## config.mk

```make
export PLATFORM = sky130hd
export DESIGN_NAME = m10k_arbiter_flat
export DESIGN_NICKNAME = d
export VERILOG_FILES = /design/src/rtl/m10k_arbiter_if.sv /design/src/rtl/m10k_arbiter.sv /design/src/flat_wrapper.sv
export SDC_FILE = /design/constraint.sdc
export NUM_CORES = 1
export LEC_CHECK = 0
export ABC_AREA = 1
export CAP_MARGIN = 20
export CORE_MARGIN = 2
export CORE_UTILIZATION = 38
export DETAILED_ROUTE_END_ITERATION = 16
export HOLD_SLACK_MARGIN = 0.08
export PLACE_DENSITY = 0.92
export SLEW_MARGIN = 10
export SYNTH_ARGS = -nofsm -noshare
export SYNTH_HDL_FRONTEND = slang
export SYNTH_SLANG_ARGS = --single-unit
```

## constraint.sdc

```tcl
create_clock -name clock -period 1.5 [get_ports clock]
set_input_delay 0.45 -clock clock [delete_from_list [all_inputs] [get_ports clock]]
set_output_delay 0.45 -clock clock [all_outputs]
set_load 0.01 [all_outputs]
```

## src/rtl/m10k_arbiter_if.sv

```systemverilog
// Requester-side bus of the M10K arbiter.
//   req    : per-requester access request, held until granted
//   we     : per-requester write enable (1=write, 0=read), valid with req
//   addr   : packed addresses, requester i at [i*ADDR_W +: ADDR_W]
//   wdata  : packed write data, requester i at [i*DATA_W +: DATA_W]
//   grant  : one-hot combinational grant; accepted when req[i] & grant[i]
//   rvalid : one-hot read-return strobe, one pulse per accepted read
//   rdata  : read data, valid while any rvalid bit is high
// master = requester side, slave = arbiter side.
interface m10k_arbiter_if #(
  parameter int NUM_REQ = 2,
  parameter int ADDR_W  = 8,
  parameter int DATA_W  = 32
);
  logic [NUM_REQ-1:0]        req;
  logic [NUM_REQ-1:0]        we;
  logic [NUM_REQ*ADDR_W-1:0] addr;
  logic [NUM_REQ*DATA_W-1:0] wdata;
  logic [NUM_REQ-1:0]        grant;
  logic [NUM_REQ-1:0]        rvalid;
  logic [DATA_W-1:0]         rdata;

  modport master (
    output req, we, addr, wdata,
    input  grant, rvalid, rdata
  );

  modport slave (
    input  req, we, addr, wdata,
    output grant, rvalid, rdata
  );
endinterface

```

## src/rtl/m10k_arbiter.sv

```systemverilog
// Round-robin arbiter sharing one M10K port among NUM_REQ requesters.
// One access is granted per cycle; the winner is registered onto the
// memory pins, and reads are tracked through a READ_LATENCY-deep pipeline
// so the returned data is routed back to the issuing requester.
// Ports:
//   clock, reset   : clock and synchronous active-high reset
//   bus            : requester bus (slave side), see m10k_arbiter_if
//   mem_read       : registered read strobe to the M10K
//   mem_write      : registered write strobe to the M10K
//   mem_address    : registered address to the M10K
//   mem_writedata  : registered write data to the M10K
//   mem_readdata   : M10K read data, valid READ_LATENCY cycles after mem_read
module m10k_arbiter #(
  parameter int NUM_REQ      = 2,
  parameter int ADDR_W       = 8,
  parameter int DATA_W       = 32,
  parameter int READ_LATENCY = 1
) (
  input  logic              clock,
  input  logic              reset,
  m10k_arbiter_if.slave     bus,
  output logic              mem_read,
  output logic              mem_write,
  output logic [ADDR_W-1:0] mem_address,
  output logic [DATA_W-1:0] mem_writedata,
  input  logic [DATA_W-1:0] mem_readdata
);

  localparam int PTR_W = (NUM_REQ > 1) ? $clog2(NUM_REQ) : 1;

  logic [ADDR_W-1:0]  addr_arr  [NUM_REQ];
  logic [DATA_W-1:0]  wdata_arr [NUM_REQ];

  logic [PTR_W-1:0]   ptr_reg;
  logic [NUM_REQ-1:0] grant_next;
  logic [PTR_W-1:0]   gidx_next;
  logic [PTR_W-1:0]   cand_next;
  logic               any_grant;

  logic               mem_read_reg;
  logic               mem_write_reg;
  logic [ADDR_W-1:0]  mem_address_reg;
  logic [DATA_W-1:0]  mem_writedata_reg;
  logic [PTR_W-1:0]   issue_owner_reg;

  // Read-tracking pipeline; stage READ_LATENCY-1 lines up with mem_readdata.
  logic [READ_LATENCY-1:0] valid_pipe_reg;
  logic [PTR_W-1:0]        owner_pipe_reg [READ_LATENCY];

  logic [NUM_REQ-1:0] rvalid_reg;
  logic [DATA_W-1:0]  rdata_reg;

  genvar gi;
  generate
    for (gi = 0; gi < NUM_REQ; gi++) begin : g_unpack
      assign addr_arr[gi]  = bus.addr[gi*ADDR_W +: ADDR_W];
      assign wdata_arr[gi] = bus.wdata[gi*DATA_W +: DATA_W];
    end
  endgenerate

  // Search starts one past the last winner and wraps. The modulo keeps the
  // candidate in range even if the pointer ever held an unused code.
  always_comb begin
    grant_next = '0;
    gidx_next  = '0;
    cand_next  = '0;
    any_grant  = 1'b0;
    for (int k = 1; k <= NUM_REQ; k++) begin
      cand_next = PTR_W'((int'(ptr_reg) + k) % NUM_REQ);
      if (!any_grant && bus.req[cand_next]) begin
        any_grant  = 1'b1;
        gidx_next  = cand_next;
      end
    end
    if (any_grant) begin
      grant_next[gidx_next] = 1'b1;
    end
  end

  always_ff @(posedge clock) begin
    if (reset) begin
      ptr_reg           <= PTR_W'(NUM_REQ - 1);
      mem_read_reg      <= 1'b0;
      mem_write_reg     <= 1'b0;
      mem_address_reg   <= '0;
      mem_writedata_reg <= '0;
      issue_owner_reg   <= '0;
      valid_pipe_reg    <= '0;
      for (int i = 0; i < READ_LATENCY; i++) begin
        owner_pipe_reg[i] <= '0;
      end
      rvalid_reg        <= '0;
      rdata_reg         <= '0;
    end else begin
      // Issue stage: strobes are recomputed every cycle, address/data hold
      // when nothing is granted.
      mem_read_reg  <= any_grant & ~bus.we[gidx_next];
      mem_write_reg <= any_grant &  bus.we[gidx_next];
      if (any_grant) begin
        ptr_reg           <= gidx_next;
        mem_address_reg   <= addr_arr[gidx_next];
        mem_writedata_reg <= wdata_arr[gidx_next];
        issue_owner_reg   <= gidx_next;
      end

      valid_pipe_reg[0] <= mem_read_reg;
      owner_pipe_reg[0] <= issue_owner_reg;
      for (int i = 1; i < READ_LATENCY; i++) begin
        valid_pipe_reg[i] <= valid_pipe_reg[i-1];
        owner_pipe_reg[i] <= owner_pipe_reg[i-1];
      end

      rvalid_reg <= '0;
      if (valid_pipe_reg[READ_LATENCY-1]) begin
        rvalid_reg[owner_pipe_reg[READ_LATENCY-1]] <= 1'b1;
        rdata_reg <= mem_readdata;
      end
    end
  end

  assign bus.grant     = grant_next;
  assign bus.rvalid    = rvalid_reg;
  assign bus.rdata     = rdata_reg;
  assign mem_read      = mem_read_reg;
  assign mem_write     = mem_write_reg;
  assign mem_address   = mem_address_reg;
  assign mem_writedata = mem_writedata_reg;

endmodule

```

## src/flat_wrapper.sv

```systemverilog
// flat-port wrapper written by rule: the top's interface ports become plain ports
module m10k_arbiter_flat 
#(
  parameter int NUM_REQ      = 2,
  parameter int ADDR_W       = 8,
  parameter int DATA_W       = 32,
  parameter int READ_LATENCY = 1
)
  (clock, reset, mem_read, mem_write, mem_address, mem_writedata, mem_readdata, bus_req, bus_we, bus_addr, bus_wdata, bus_grant, bus_rvalid, bus_rdata);
  m10k_arbiter_if #(.NUM_REQ(NUM_REQ), .ADDR_W(ADDR_W), .DATA_W(DATA_W)) bus_i ();
  input  logic clock;
  input  logic reset;
  output logic mem_read;
  output logic mem_write;
  output logic [ADDR_W-1:0] mem_address;
  output logic [DATA_W-1:0] mem_writedata;
  input  logic [DATA_W-1:0] mem_readdata;
  input wire logic [$bits(bus_i.req)-1:0] bus_req;
  input wire logic [$bits(bus_i.we)-1:0] bus_we;
  input wire logic [$bits(bus_i.addr)-1:0] bus_addr;
  input wire logic [$bits(bus_i.wdata)-1:0] bus_wdata;
  output wire logic [$bits(bus_i.grant)-1:0] bus_grant;
  output wire logic [$bits(bus_i.rvalid)-1:0] bus_rvalid;
  output wire logic [$bits(bus_i.rdata)-1:0] bus_rdata;
  assign bus_i.req = bus_req;
  assign bus_i.we = bus_we;
  assign bus_i.addr = bus_addr;
  assign bus_i.wdata = bus_wdata;
  assign bus_grant = bus_i.grant;
  assign bus_rvalid = bus_i.rvalid;
  assign bus_rdata = bus_i.rdata;
  m10k_arbiter #(.NUM_REQ(NUM_REQ), .ADDR_W(ADDR_W), .DATA_W(DATA_W), .READ_LATENCY(READ_LATENCY)) u_core (.clock(clock), .reset(reset), .bus(bus_i), .mem_read(mem_read), .mem_write(mem_write), .mem_address(mem_address), .mem_writedata(mem_writedata), .mem_readdata(mem_readdata));
endmodule
```

==> impl_metrics.yaml <==
placement:
  post-place-ws_ps: -801
  place.port_buffers: 195
  dpl_cell_area_um2: 5360
  dpl.hpwl_mm: 7.94
  globalplace.congestion: 0.863
finish:
  final_nets: 777
  syn_to_final_growth_pct: 63.3
  seq_area_um2: 1600
  layout-drive-gt1-share_pct: 6.02
  multi_input_area_um2: 1390
  final_cell_area_um2: 5470
  final_cell_mix: "114 x clkdlybuf4s50_1, 86 x nand2_1, 80 x nand3_1"
  nFillCells: 752
  final_common_cell: "clkdlybuf4s50_1"
worst_setup_path:
  crit_arrival_ps: 1060
  endpoint_kind: "output port"
  path_class: "flop to output port"
  worstSetupStartpointType: "flop"
  critPathMaxFanout: 3
  crit_required_ps: 1050
grt:
  grt_pass1_wl_mm: 18.2
  grt_util_met1_pct: 25.5
  grt_pass1_vias: 3978
  grt_use_met3_pct: 7.30
  grtUsageTotal_pct: 23.1
  grt_start_max_net_pins: 43
  grt_util_met2_pct: 40.5
  antenna_found_initial: 0
  grt.overflow.total: 0
  grt_most_used_layer: "met2"
clock_tree:
  root_buffer: "clkbuf_8"
  path_clk_slew_ps: 80
  cts_made_buffers: 9
  clk_latency_ps: 340
  h-tree-depth: 3
  cts_hold_buf: 0
  cts_tree: "done"
  clock_sinks: 80
  cts_buffer_depth: 2
synth:
  synth_top_area_share_pct: 47.8
  netlist.top_cell.by_area: "dfxtp_1"
  yosysUniqueCellTypes: 17
  synthCells: 475
  ys_top_cells_by_area: "dfxtp_1 48%, nand3_1 12%, nand2_1 9.6%"
  yosys_warnings: 0
  netlist_area_um2: 3350
  syn_avg_cell_area_um2: 7.06
  synth_seq_area_share_pct: 47.8
  syn_nets: 593
  synth_seq_cells: 80
sta:
  fin_worst_skew_ps: 13.1
  report.final.hold_viol_count: 0
  fmax_mhz: 664
  relSlewSlack_pct: 35.1
  fin_crit_sh_pct: 100
  maxSlewViolCount: 0
  period_needed_ps: 1510
  setup_viol: 1
  worst_pin_slew_ps: 973
  rsz0062_at_grt: "yes"
  timing.final.ws_setup_ps: -5.68
outcome:
  violations: "negative setup slack"
  outcome: "finished with violations"
route:
  routed_via_density: 4.95
  drt-initial-drc-count: 167
  first_pass_iters: 4
  ant_nets: 0
  postRouteWirelength_mm: 11.2
  num_vias: 3825
  wire_per_inst_um: 14.4
  drc_errors: 0
die:
  die_w_um: 97.9
  fp.coreArea_um2: 8640
  num_rows: 34
  pin_count: 196
  dieHeight_um: 97.9
  die_area_um2: 9590
  initial_utilization_pct: 38.8
pwr:
  p_leak_nw: 2.69
  swShare_pct: 27.0
  ir_worst_vdd_uv: 600
  pwr-share-seq_pct: 47.3
  p_clk_share_pct: 31.6
  p_int_mw: 3.60
  p_per_area_nw_per_um2: 900
  combinationalPowerShare_pct: 21.1
  p_switching_mw: 1.33
worst_hold_path:
  worst_hold_path_type: "primary input to flop"
run:
  maxCapViolCount: 0
-- synth_stat cells --
library cell  number
a21oi_1           42
nand3_1           80
o21ai_0           33
buf_6              4
inv_2              1
nand2_2            2
nor3_1             1
clkbuf_1          12
buf_4              2
and3_1             1
nor2_4             1
nand2_1           86
dfxtp_1           80
buf_1              1
buf_2             16
nor2_1            68
inv_1             45
-- path summary, 6_finish.rpt --
check                                      start                               endpoint  slack [ps]  cells past startpoint
max                  u_core.ptr_reg$_SDFFE_PP1P_                           bus_grant[0]          -6                      5
min                                        reset  u_core.mem_writedata[17]$_SDFFE_PP0P_         370                      2
max reg2reg     u_core.valid_pipe_reg$_SDFF_PP0_      u_core.bus.rdata[13]$_SDFFE_PP0P_         140                      3
min reg2reg  u_core.issue_owner_reg$_SDFFE_PP0P_    u_core.owner_pipe_reg[0]$_SDFF_PP0_         430                      2
-- critical path, stage by stage (launching register included) --
cell and delay (ps):
dfxtp_2 330, nand2_2 60, nand2_2 70, inv_2 60
nor2_2 80, buf_2 130
-- what timing repair did --
| action | in CTS | in global routing |
|---|---|---|
| gates resized for setup | 99 | 1 |
| endpoints found under the setup margin | 121 | 1 |
| pin swaps | 2 | 1 |
| buffers inserted | 0 | 1 |
-- per-layer routing --
layer / wire length [um] / up-vias
li1: - / 1882
met1: 4300 / 1736
met2: 5490 / 183
met3: 1080 / 24
met4: 295 / 0
met5: 0 / -
-- metrics by stage --
step | power [mW] | instances | TNS, ps | hold WS (ps) | util, %
3_5_place_dp | 3.51 | 755 | -31740 | 404 | 62.1
4_1_cts | 4.99 | 771 | -45.1 | 355 | 63.2
6_report | 4.93 | 773 | -5.68 | 368 | 63.4
5_1_grt | 5.19 | 772 | -93.3 | 364 | 63.4
2_1_floorplan | 2.82 | 475 | 0 | 390 | -
3_3_place_gp | 3.47 | 755 | -31220 | 407 | 62.1
-- power groups by stage --
stage	registers [mW]	logic, mW	clock network, mW
detailed placement	2.39	1.12	0
global route	2.35	1.14	1.70
finish	2.33	1.04	1.56
floorplan	2.45	0.372	0
global placement	2.38	1.09	0
CTS	2.33	1.04	1.62
-- cell type report --
class / count / area share [%]
clock buffers: 10 / 2.33
diodes: 1 / 0.0457
well taps: 108 / 2.47
clock inverters: 6 / 1.19
repair buffers: 208 / 36.1
flip-flops and latches: 80 / 29.3
multi-input cells: 314 / 25.4
inverters: 46 / 3.15
-- logic make-up after synthesis --
kind of cell | synth area share, %
flops | 47.8
buf+inv | 10.8
simple gates | 30.2
compound gates | 11.2
Note: power is estimated with default switching activity, not from simulation.
==> edit: new RTL, same flow settings <==
`READ_LATENCY` is set to 1 in 2 places; all go to 2. Comments in the files are not updated.
--- a/src/rtl/m10k_arbiter.sv
+++ b/src/rtl/m10k_arbiter.sv
@@ -16,3 +16,3 @@
   parameter int DATA_W       = 32,
-  parameter int READ_LATENCY = 1
+  parameter int READ_LATENCY = 2
 ) (
--- a/src/flat_wrapper.sv
+++ b/src/flat_wrapper.sv
@@ -6,3 +6,3 @@
   parameter int DATA_W       = 32,
-  parameter int READ_LATENCY = 1
+  parameter int READ_LATENCY = 2
 )
Behaviour: not the same (Yosys sat finds a counterexample within 4 cycles, from zero or initial values and one cycle with reset high).
==> edit against the unedited design <==
The run still ends with negative setup slack left. Synthesized cell count is 1.3% higher. Die area is 1.7% higher. Cell count is 1.2% higher. Non-clock buffer count is 4 higher. Worst setup slack worse by 5.9 ps. Critical path depth stayed put. Sequential share of layout area is 0.21 points higher. Count of clock-buffer cells in the layout stayed put. Final area is 1.8% higher. Total power is 1.9% higher. Sequential cell count is 2 higher. Routed wire length is 1.9% lower. Area after synthesis is 1.8% higher.
==> edit: results (changes against the unedited design) <==
sta:
  setup_slack_ps: -11.6  # -5.92 ps
  finClkSkew_ps: 14.8  # +1.66 ps
  worst_pin_slew_ps: 438  # -535 ps
  holdWs_ps: 412  # +44.5 ps
  setup_viol: 1  # unchanged
  setup-tns-final_ps: -11.6  # -5.92 ps
logic_synthesis:
  syn_nets: 599  # +1.0%
  synth-xor-area-share_pct: 0  # unchanged
  synthTopCellsByArea: "dfxtp_1 (48%), nand3_1 (12%), nand2_1 (9.6%)"
  synth-compound-area-share_pct: 11.0  # -0.20 points
  synth_commonest_cells: "nand2_1 (87), dfxtp_1 (82), nand3_1 (80), nor2_1 (70), inv_1 (47)"
  synth-seq-area-share_pct: 48.1  # +0.33 points
job:
  drv_cap: 0  # unchanged
global_route:
  track_usage_pct: 22.2  # -0.91 points
  grt_pass1_wl_um: 17700  # -3.0%
  grt_pass1_vias: 3899  # -2.0%
worst_setup_path:
  cp-startpoint: "u_core.ptr_reg$_SDFFE_PP1P_"
  reg2reg_to: "u_core.mem_writedata[12]$_SDFFE_PP0P_"
  worstRegToRegCells: 6  # +3
min_path:
  hold_path_class: "flip-flop to flip-flop"
  min_from: "u_core.owner_pipe_reg[0][0]$_SDFF_PP0_"
  min_to: "u_core.owner_pipe_reg[0][1]$_SDFF_PP0_"
detailed_routing:
  drt-total-wl_um: 11000  # -1.9%
  vias_per_cell: 4.90  # -0.89%
  first_iter_violations: 202  # +21%
clock_network:
  clkTransAtPathRegs_ps: 100  # +20 ps
  clockBufferDepth: 2  # unchanged
status:
  violations: "negative setup slack"
  outcome: "finished with violations"
placed_design:
  gp_congestion: 0.879  # +1.9%
  placed_area_mm2: 0.00542  # +1.2%
  dp.final_hpwl_um: 7910  # -0.38%
layout:
  antenna-diode-count: 0  # -1
  drive_gt1_share_pct: 6.68  # +0.65 points
  fill_cells: 741  # -1.5%
  nNetsFinal: 787  # +1.3%
pwr:
  ir_drop_mv: 0.558  # -6.9%
  p_leak_nw: 2.74  # +2.0%
==> edit: cell count changes after synthesis <==
| cell | unedited run | this run |
|---|---|---|
| inv_1 | 45 | 47 |
| clkbuf_1 | 12 | 8 |
| buf_2 | 16 | 13 |
| nor2_1 | 68 | 70 |
| nand2_1 | 86 | 87 |
| buf_1 | 1 | 5 |
| dfxtp_1 | 80 | 82 |
| nand2_2 | 2 | 1 |
| buf_4 | 2 | 5 |
==> edit: layer usage <==
metal	track usage (%)	vias to the layer above	part of all wire, %
met5	0	-	0
met4	7.59	0	1.6
met3	6.67	17	8.4
met2	39.4	160	50
met1	25.2	1753	40
li1	-	1905	-
==> edit: stage by stage <==
stage / setup slack (ps) / cells
after floorplan: 63.8 / 481
after CTS: -69.6 / 783
final: -11.6 / 782
after global placement: -782 / 764
after global routing: -84.6 / 782
after detailed placement: -817 / 764
==> edit: cells by family (layout without fill, tap and decap cells) <==
logic type | Yosys count | in the layout
flip-flops | 82 | 82
AND/OR/NAND/NOR | 241 | 241
AO/OA/AOI/OAI | 75 | 75
buffers and inverters | 83 | 276
==> edit: repair_timing <==
action	4_1_cts	5_1_grt
hold buffers	0	0
setup endpoints to repair	120	45
setup buffers	4	0
gates resized for setup	98	2
pin swaps	2	3
==> edit: area by class of cell <==
type | instances | area (um^2) | share of cell area [%]
Sequential cell | 82 | 1640 | 29.5
Multi-Input combinational cell | 316 | 1400 | 25.2
Clock buffer | 10 | 138 | 2.47
Tap cell | 108 | 135 | 2.43
Inverter | 48 | 183 | 3.28
Clock inverter | 6 | 72.6 | 1.30
Timing Repair Buffer | 212 | 2000 | 35.8
==> edit: where the power goes <==
group	total (mW)	switching, mW	internal (mW)
Sequential	2.36	0.0608	2.30
Combinational	0.981	0.448	0.533
Clock	1.68	0.844	0.833
Total	5.02	1.35	3.67
